<file path="config.mk">
export PLATFORM = sky130hd
export DESIGN_NAME = lsu_bus_bridge
export DESIGN_NICKNAME = d
export VERILOG_FILES = /design/src/rtl/lsu_pkg.sv /design/src/rtl/lsu_lane_align.sv /design/src/rtl/lsu_bus_bridge.sv
export SDC_FILE = /design/constraint.sdc
export NUM_CORES = 1
export LEC_CHECK = 0
export CAP_MARGIN = 20
export CORE_UTILIZATION = 45
export CTS_CLUSTER_SIZE = 10
export DETAILED_ROUTE_END_ITERATION = 6
export DONT_BUFFER_PORTS = 1
export GPL_TIMING_DRIVEN = 1
export SKIP_LAST_GASP = 1
export SLEW_MARGIN = 20
export SYNTH_ARGS = -nofsm -noshare
export SYNTH_HDL_FRONTEND = slang
export SYNTH_HIERARCHICAL = 1
export SYNTH_SLANG_ARGS = --single-unit
</file>
<file path="constraint.sdc">
create_clock -name clk -period 2.78 [get_ports clk]
set_input_delay 0.278 -clock clk [delete_from_list [all_inputs] [get_ports clk]]
set_output_delay 0.278 -clock clk [all_outputs]
set_load 0.05 [all_outputs]
</file>
<file path="src/rtl/lsu_pkg.sv">
// Shared types and constants for the load/store bus bridge.
package lsu_pkg;

  typedef enum logic [1:0] {
    IDLE   = 2'b00,
    REQ    = 2'b01,
    WAIT_R = 2'b10,
    DONE   = 2'b11
  } lsu_state_e;

  localparam logic [2:0] F3_B  = 3'b000;
  localparam logic [2:0] F3_H  = 3'b001;
  localparam logic [2:0] F3_W  = 3'b010;
  localparam logic [2:0] F3_BU = 3'b100;
  localparam logic [2:0] F3_HU = 3'b101;

  localparam logic [1:0] FLT_NONE     = 2'b00;
  localparam logic [1:0] FLT_MISALIGN = 2'b01;
  localparam logic [1:0] FLT_FN3      = 2'b10;
  localparam logic [1:0] FLT_TIMEOUT  = 2'b11;

endpackage

</file>
<file path="src/rtl/lsu_lane_align.sv">
// Combinational byte-lane steering: store be/wdata, load extract/extend,
// and legality check of the incoming command.
module lsu_lane_align
  import lsu_pkg::*;
(
  input  logic        i_is_store,
  input  logic [2:0]  i_fn3,
  input  logic [1:0]  i_addr_lo,
  input  logic [31:0] i_rs2,
  output logic        o_illegal,
  output logic [1:0]  o_fault_code,
  output logic [3:0]  o_be,
  output logic [31:0] o_wdata,
  input  logic [2:0]  i_ld_fn3,
  input  logic [1:0]  i_ld_off,
  input  logic [31:0] i_rdata,
  output logic [31:0] o_ld_data
);

  logic        w_fn3_ok;
  logic        w_misalign;
  logic [7:0]  w_byte;
  logic [15:0] w_half;

  always_comb begin
    if (i_is_store) begin
      w_fn3_ok = (i_fn3 == F3_B) || (i_fn3 == F3_H) || (i_fn3 == F3_W);
    end else begin
      w_fn3_ok = (i_fn3 == F3_B) || (i_fn3 == F3_H) || (i_fn3 == F3_W) ||
                 (i_fn3 == F3_BU) || (i_fn3 == F3_HU);
    end
  end

  // fn3[1:0] encodes access size for every legal encoding.
  assign w_misalign = ((i_fn3[1:0] == 2'b01) && i_addr_lo[0]) ||
                      ((i_fn3[1:0] == 2'b10) && (i_addr_lo != 2'b00));

  always_comb begin
    o_fault_code = FLT_NONE;
    if (!w_fn3_ok) begin
      o_fault_code = FLT_FN3;
    end else if (w_misalign) begin
      o_fault_code = FLT_MISALIGN;
    end
  end

  assign o_illegal = (o_fault_code != FLT_NONE);

  always_comb begin
    o_be    = 4'b1111;
    o_wdata = 32'h0;
    if (i_is_store) begin
      case (i_fn3)
        F3_B: begin
          o_be    = 4'b0001 << i_addr_lo;
          o_wdata = {4{i_rs2[7:0]}};
        end
        F3_H: begin
          o_be    = i_addr_lo[1] ? 4'b1100 : 4'b0011;
          o_wdata = {2{i_rs2[15:0]}};
        end
        default: o_wdata = i_rs2;
      endcase
    end
  end

  always_comb begin
    case (i_ld_off)
      2'd0:    w_byte = i_rdata[7:0];
      2'd1:    w_byte = i_rdata[15:8];
      2'd2:    w_byte = i_rdata[23:16];
      default: w_byte = i_rdata[31:24];
    endcase
    w_half = i_ld_off[1] ? i_rdata[31:16] : i_rdata[15:0];
    case (i_ld_fn3)
      F3_B:    o_ld_data = {{24{w_byte[7]}}, w_byte};
      F3_BU:   o_ld_data = {24'h0, w_byte};
      F3_H:    o_ld_data = {{16{w_half[15]}}, w_half};
      F3_HU:   o_ld_data = {16'h0, w_half};
      default: o_ld_data = i_rdata;
    endcase
  end

endmodule

</file>
<file path="src/rtl/lsu_bus_bridge.sv">
// Bridges the core data-memory port onto a handshaked word bus; stalls the core
// while an access is outstanding and reports misalignment/fn3/timeout faults.
module lsu_bus_bridge
  import lsu_pkg::*;
#(
  parameter int unsigned TIMEOUT = 256
) (
  input  logic        clk,
  input  logic        reset,
  input  logic        mem_read,
  input  logic        mem_write,
  input  logic [2:0]  fn3,
  input  logic [31:0] address,
  input  logic [31:0] rs2_data,
  output logic [31:0] mem_out,
  output logic        stall,
  output logic        fault,
  output logic [1:0]  fault_code,
  output logic        bus_req,
  output logic        bus_we,
  output logic [31:0] bus_addr,
  output logic [3:0]  bus_be,
  output logic [31:0] bus_wdata,
  input  logic        bus_gnt,
  input  logic        bus_rvalid,
  input  logic [31:0] bus_rdata
);

  localparam logic [15:0] TMO_LAST = 16'(TIMEOUT - 1);

  lsu_state_e  r_state;
  lsu_state_e  w_state_nxt;
  logic        r_we;
  logic [31:0] r_addr;
  logic [3:0]  r_be;
  logic [31:0] r_wdata;
  logic [1:0]  r_off;
  logic [2:0]  r_fn3;
  logic        r_flt;
  logic [1:0]  r_flt_code;
  logic [15:0] r_cnt;
  logic [31:0] r_mem_out;

  logic        w_cmd;
  logic        w_illegal;
  logic [1:0]  w_code;
  logic [3:0]  w_be;
  logic [31:0] w_wdata;
  logic [31:0] w_ld_data;
  logic        w_tmo;

  assign w_cmd = mem_read | mem_write;
  // Fires on the cycle whose increment would bring the counter to TIMEOUT-1.
  assign w_tmo = ((r_cnt + 16'd1) == TMO_LAST);

  lsu_lane_align u_lane (
    .i_is_store   (mem_write),
    .i_fn3        (fn3),
    .i_addr_lo    (address[1:0]),
    .i_rs2        (rs2_data),
    .o_illegal    (w_illegal),
    .o_fault_code (w_code),
    .o_be         (w_be),
    .o_wdata      (w_wdata),
    .i_ld_fn3     (r_fn3),
    .i_ld_off     (r_off),
    .i_rdata      (bus_rdata),
    .o_ld_data    (w_ld_data)
  );

  always_ff @(posedge clk or negedge reset) begin
    if (!reset) begin
      r_state <= IDLE;
    end else begin
      r_state <= w_state_nxt;
    end
  end

  always_comb begin
    w_state_nxt = r_state;
    stall       = 1'b0;
    case (r_state)
      IDLE: begin
        stall = w_cmd;
        if (w_cmd) begin
          w_state_nxt = w_illegal ? DONE : REQ;
        end
      end
      REQ: begin
        stall = 1'b1;
        if (bus_gnt) begin
          w_state_nxt = r_we ? DONE : WAIT_R;
        end else if (w_tmo) begin
          w_state_nxt = DONE;
        end
      end
      WAIT_R: begin
        stall = 1'b1;
        if (bus_rvalid || w_tmo) begin
          w_state_nxt = DONE;
        end
      end
      default: w_state_nxt = IDLE;
    endcase
  end

  always_ff @(posedge clk or negedge reset) begin
    if (!reset) begin
      r_we       <= 1'b0;
      r_addr     <= 32'h0;
      r_be       <= 4'h0;
      r_wdata    <= 32'h0;
      r_off      <= 2'b00;
      r_fn3      <= 3'b000;
      r_flt      <= 1'b0;
      r_flt_code <= FLT_NONE;
      r_cnt      <= 16'h0;
      r_mem_out  <= 32'h0;
    end else begin
      case (r_state)
        IDLE: begin
          r_cnt <= 16'h0;
          if (w_cmd) begin
            r_we       <= mem_write;
            r_addr     <= {address[31:2], 2'b00};
            r_be       <= w_be;
            r_wdata    <= w_wdata;
            r_off      <= address[1:0];
            r_fn3      <= fn3;
            r_flt      <= w_illegal;
            r_flt_code <= w_code;
            if (w_illegal && mem_read) begin
              r_mem_out <= 32'h0;
            end
          end
        end
        REQ: begin
          r_cnt <= r_cnt + 16'd1;
          if (!bus_gnt && w_tmo) begin
            r_flt      <= 1'b1;
            r_flt_code <= FLT_TIMEOUT;
            if (!r_we) begin
              r_mem_out <= 32'h0;
            end
          end
        end
        WAIT_R: begin
          r_cnt <= r_cnt + 16'd1;
          if (bus_rvalid) begin
            r_mem_out <= w_ld_data;
          end else if (w_tmo) begin
            r_flt      <= 1'b1;
            r_flt_code <= FLT_TIMEOUT;
            r_mem_out  <= 32'h0;
          end
        end
        default: ;
      endcase
    end
  end

  assign mem_out    = r_mem_out;
  assign fault      = (r_state == DONE) && r_flt;
  assign fault_code = fault ? r_flt_code : FLT_NONE;
  assign bus_req    = (r_state == REQ);
  assign bus_we     = r_we;
  assign bus_addr   = r_addr;
  assign bus_be     = r_be;
  assign bus_wdata  = r_wdata;

endmodule

</file>
==> flow_summary_export.csv <==
group,metric,value,unit
status,outcome,"finished with violations",
status,violations,"hold timing, setup timing",
finish,drive_gt1_share,27.6,%
sta,period_needed,2830,ps
finish,nets,809,
worst_setup_path,cp_max_fo,8,
synthesis,synthCells,669,
place,hpwl,13000,µm
synthesis,synth_seq_cells,125,
sta,fin_crit_sh,102,%
cts,cts.sinks,125,
finish,syn_to_final_growth,16.1,%
floorplanning,rows,46,
routing,wl,19200,µm
sta,hold_violations,125,
pwr,p_comb_share,35.1,%
pwr,irDropWorstVdd,800,µV
routing,wl_per_cell,20.7,µm
floorplanning,die_area,0.0170,mm²
routing,drc,0,
synthesis,synth_area,0.00741,mm²
finish,seq_area,0.00313,mm²
routing,drt_pre_antenna_iters,5,
sta,worst_slew_pin_slew,1030,ps
synthesis,synth-edff-count,0,
sta,slew_headroom,30.9,%
global_route,grt_usage,22.4,%
sta,finalSetupViolations,32,
synthesis,async_reset_ff_share,100,%
worst_setup_path,regToRegSetupSlack,-50,ps
synthesis,yosysWarnings,6,
sta,finClkSkew,9.87,ps
pwr,pwr-share-clk,18.0,%
worst_setup_path,crit_path_end,"mem_out[0]$_DFFE_PN0P_",
min_path,hp-class,"input port to async pin",
global_route,antenna_found_initial,0,
worst_setup_path,endpoint_kind,"flip-flop",
sta,setup_ws,-49.6,ps
cts,cts.path.max_buffers,2,
cts,cts_tree,"yes",
floorplanning,start_util,46.3,%
cts,clkLatencyLatePin,420,ps
cts,cts_buffers,17,
floorplanning,die_h,130,µm
pwr,p_leak,0.00392,µW
sta,tns,-1170,ps
routing,wl_met2,9590,µm
finish,antenna_cells,0,
finish,fill_cells,1421,
worst_setup_path,worstSetupPathType,"flip-flop to flip-flop",
routing,vias,5446,
worst_setup_path,crit_path_start_kind,"flip-flop",
routing,ant_nets,0,
run,maxCapViolations,0,
worst_setup_path,cp.required,3080,ps
routing,drt_iter0_drc,234,
worst_setup_path,r2r_start,"r_cnt[1]$_DFFE_PN0P_",
routing,m1WireLength,7630,µm
place,portBuffers,0,
finish,final_cell_mix,"dfrtp_1 (125), mux2_2 (76), nand2_1 (60), and3_1 (36)",
cts,cts.reportedPaths.clkPinSlew,60,ps
synthesis,synth_area_leader_cell,"dfrtp_1",
pwr,p_int,5840,µW
synthesis,ys_top_cells_by_area,"dfrtp_1 (42%), mux2_2 (12%), mux2_4 (6.5%)",
synthesis,synth_flop_cell,"dfrtp_1",
pwr,p_switching,6050,µW
finish,mostFrequentLayoutCell,"dfrtp_1",
synthesis,synth.distinct_cells,63,
floorplanning,die_w,130,µm
finish,multiInputGateArea,0.00388,mm²
cts,htreeDepth,4,
synthesis,synth_area_per_cell,11.1,µm²
sta,max_freq,0.353,GHz
floorplanning,ios,211,
worst_setup_path,critPathLaunch,"r_cnt[1]$_DFFE_PN0P_",
sta,rsz0062_at_grt,"true",
synthesis,synth_top_area_share,42.2,%
global_route,overflow,0,
routing,viasPerCell,5.87,
global_route,grt_max_degree,126,
global_route,first_global_vias,5544,
sta,final-max-slew-violation-count,0,
place,gp_congestion,0.842,
routing,wl_met3,1720,µm
pwr,p_per_area,1380,mW/mm²
cts,root_buffer,"clkbuf_16",
worst_setup_path,reg2regPathDepth,10,
pwr,switching_share,50.9,%
global_route,grt_pass1_wl,29000,µm
routing,top_layer,"met4",
pwr,pwr-share-seq,46.9,%
floorplanning,core_area,0.0160,mm²
worst_setup_path,arrival,3130,ps
synthesis,ys_seq_area_share,42.2,%
worst_setup_path,r2r_end,"mem_out[0]$_DFFE_PN0P_",
sta,whs,-455,ps
[registers in the layout, indices dropped and copies added (netlist names)]
| signal | cells |
|---|---|
| bus_addr | 30 |
| bus_be | 4 |
| bus_wdata | 32 |
| bus_we | 1 |
| mem_out | 32 |
| r_cnt | 16 |
| r_flt | 1 |
| r_flt_code | 2 |
| r_fn3 | 3 |
| r_off | 2 |
| r_state | 2 |
[worst min path at each step]
stage / start / to / slack (ps) / cells past startpoint
6_report: reset / mem_out[12]$_DFFE_PN0P_ / -450 / 0
5_1_grt: reset / mem_out[8]$_DFFE_PN0P_ / -480 / 0
4_1_cts: reset / mem_out[8]$_DFFE_PN0P_ / -470 / 0
3_5_place_dp: reset / mem_out[8]$_DFFE_PN0P_ / -10 / 0
3_3_place_gp: reset / mem_out[8]$_DFFE_PN0P_ / -10 / 0
2_1_floorplan: reset / bus_addr[10]$_DFFE_PN0P_ / -20 / 0
[stage by stage]
stage               utilization (%)  area [µm²]  worst slack (ps)  total power [µW]  instances
floorplan                         -        7420              -175              8680        670
global placement               47.4        7580             -43.5              9280        856
detailed placement             47.4        7580             -65.1              9430        856
CTS                            52.6        8420             -83.0             11600        916
global route                   53.7        8600             -93.6             12400        927
finish                         53.7        8600             -49.6             11900        927
[logic make-up (layout without fill, tap and decap cells)]
kind of cell,count (synthesis),count (layout),share of synthesized area (%)
flops,125,125,42.2
mux,139,139,23.9
simple gates,187,187,13.3
buf+inv,80,121,5.98
other cells,1,2,0.0506
xor+xnor,5,5,0.591
compound gates,126,126,12.9
fa+ha+maj,6,6,1.01
[critical path, cell delays in order (launching register included)]
cell	delay, ps
dfrtp_1	410
ha_4	190
and3_4	180
and4_4	190
or3_4	330
a2111oi_4	370
o2111ai_2	210
a21oi_4	210
buf_12	140
clkbuf_16	170
mux2_4	300
[power groups by stage]
stage / clock (µW) / sequential (µW) / combinational [µW]
3_5_place_dp: 0 / 5600 / 3830
6_report: 2140 / 5570 / 4180
3_3_place_gp: 0 / 5580 / 3710
4_1_cts: 2170 / 5570 / 3860
5_1_grt: 2260 / 5670 / 4480
2_1_floorplan: 0 / 5350 / 3330
[layer usage]
layer	vias to the layer above	global-route usage, %
met2	217	38.2
met1	2718	26.0
met5	-	0
met3	20	8.65
li1	2491	-
met4	0	6.84
[final cells by class]
type	count	area share, %
inverters	21	0.917
repair buffers	68	7.86
flip-flops and latches	125	36.4
well taps	216	3.14
clock inverters	14	1.46
multi-input cells	465	45.1
clock buffers	18	5.11
[repair_timing]
item                                   CTS  global route
setup endpoints to repair               32            34
pin swaps                                0             4
endpoints found under the hold margin  153           131
hold buffers                            28             6
gates resized for setup                  0             5
gates cloned                             0             3
buffers inserted                         0             2
[Yosys cell counts, types with 6 or more instances]
master,instances
dfrtp_1,125
mux2_2,78
nand2_1,60
and3_1,37
mux2_4,32
clkbuf_1,29
nor2_1,25
mux2i_1,21
inv_1,20
a21oi_1,19
o211ai_1,18
nor2b_1,17
o21ai_0,17
buf_2,12
and2_1,10
nand3_1,10
o31ai_1,10
a21boi_0,9
a31oi_1,9
a311oi_1,8
o211a_1,8
buf_6,7
ha_1,6
mux4_1,6
o221ai_1,6
Note: power is estimated with default switching activity, not from simulation.
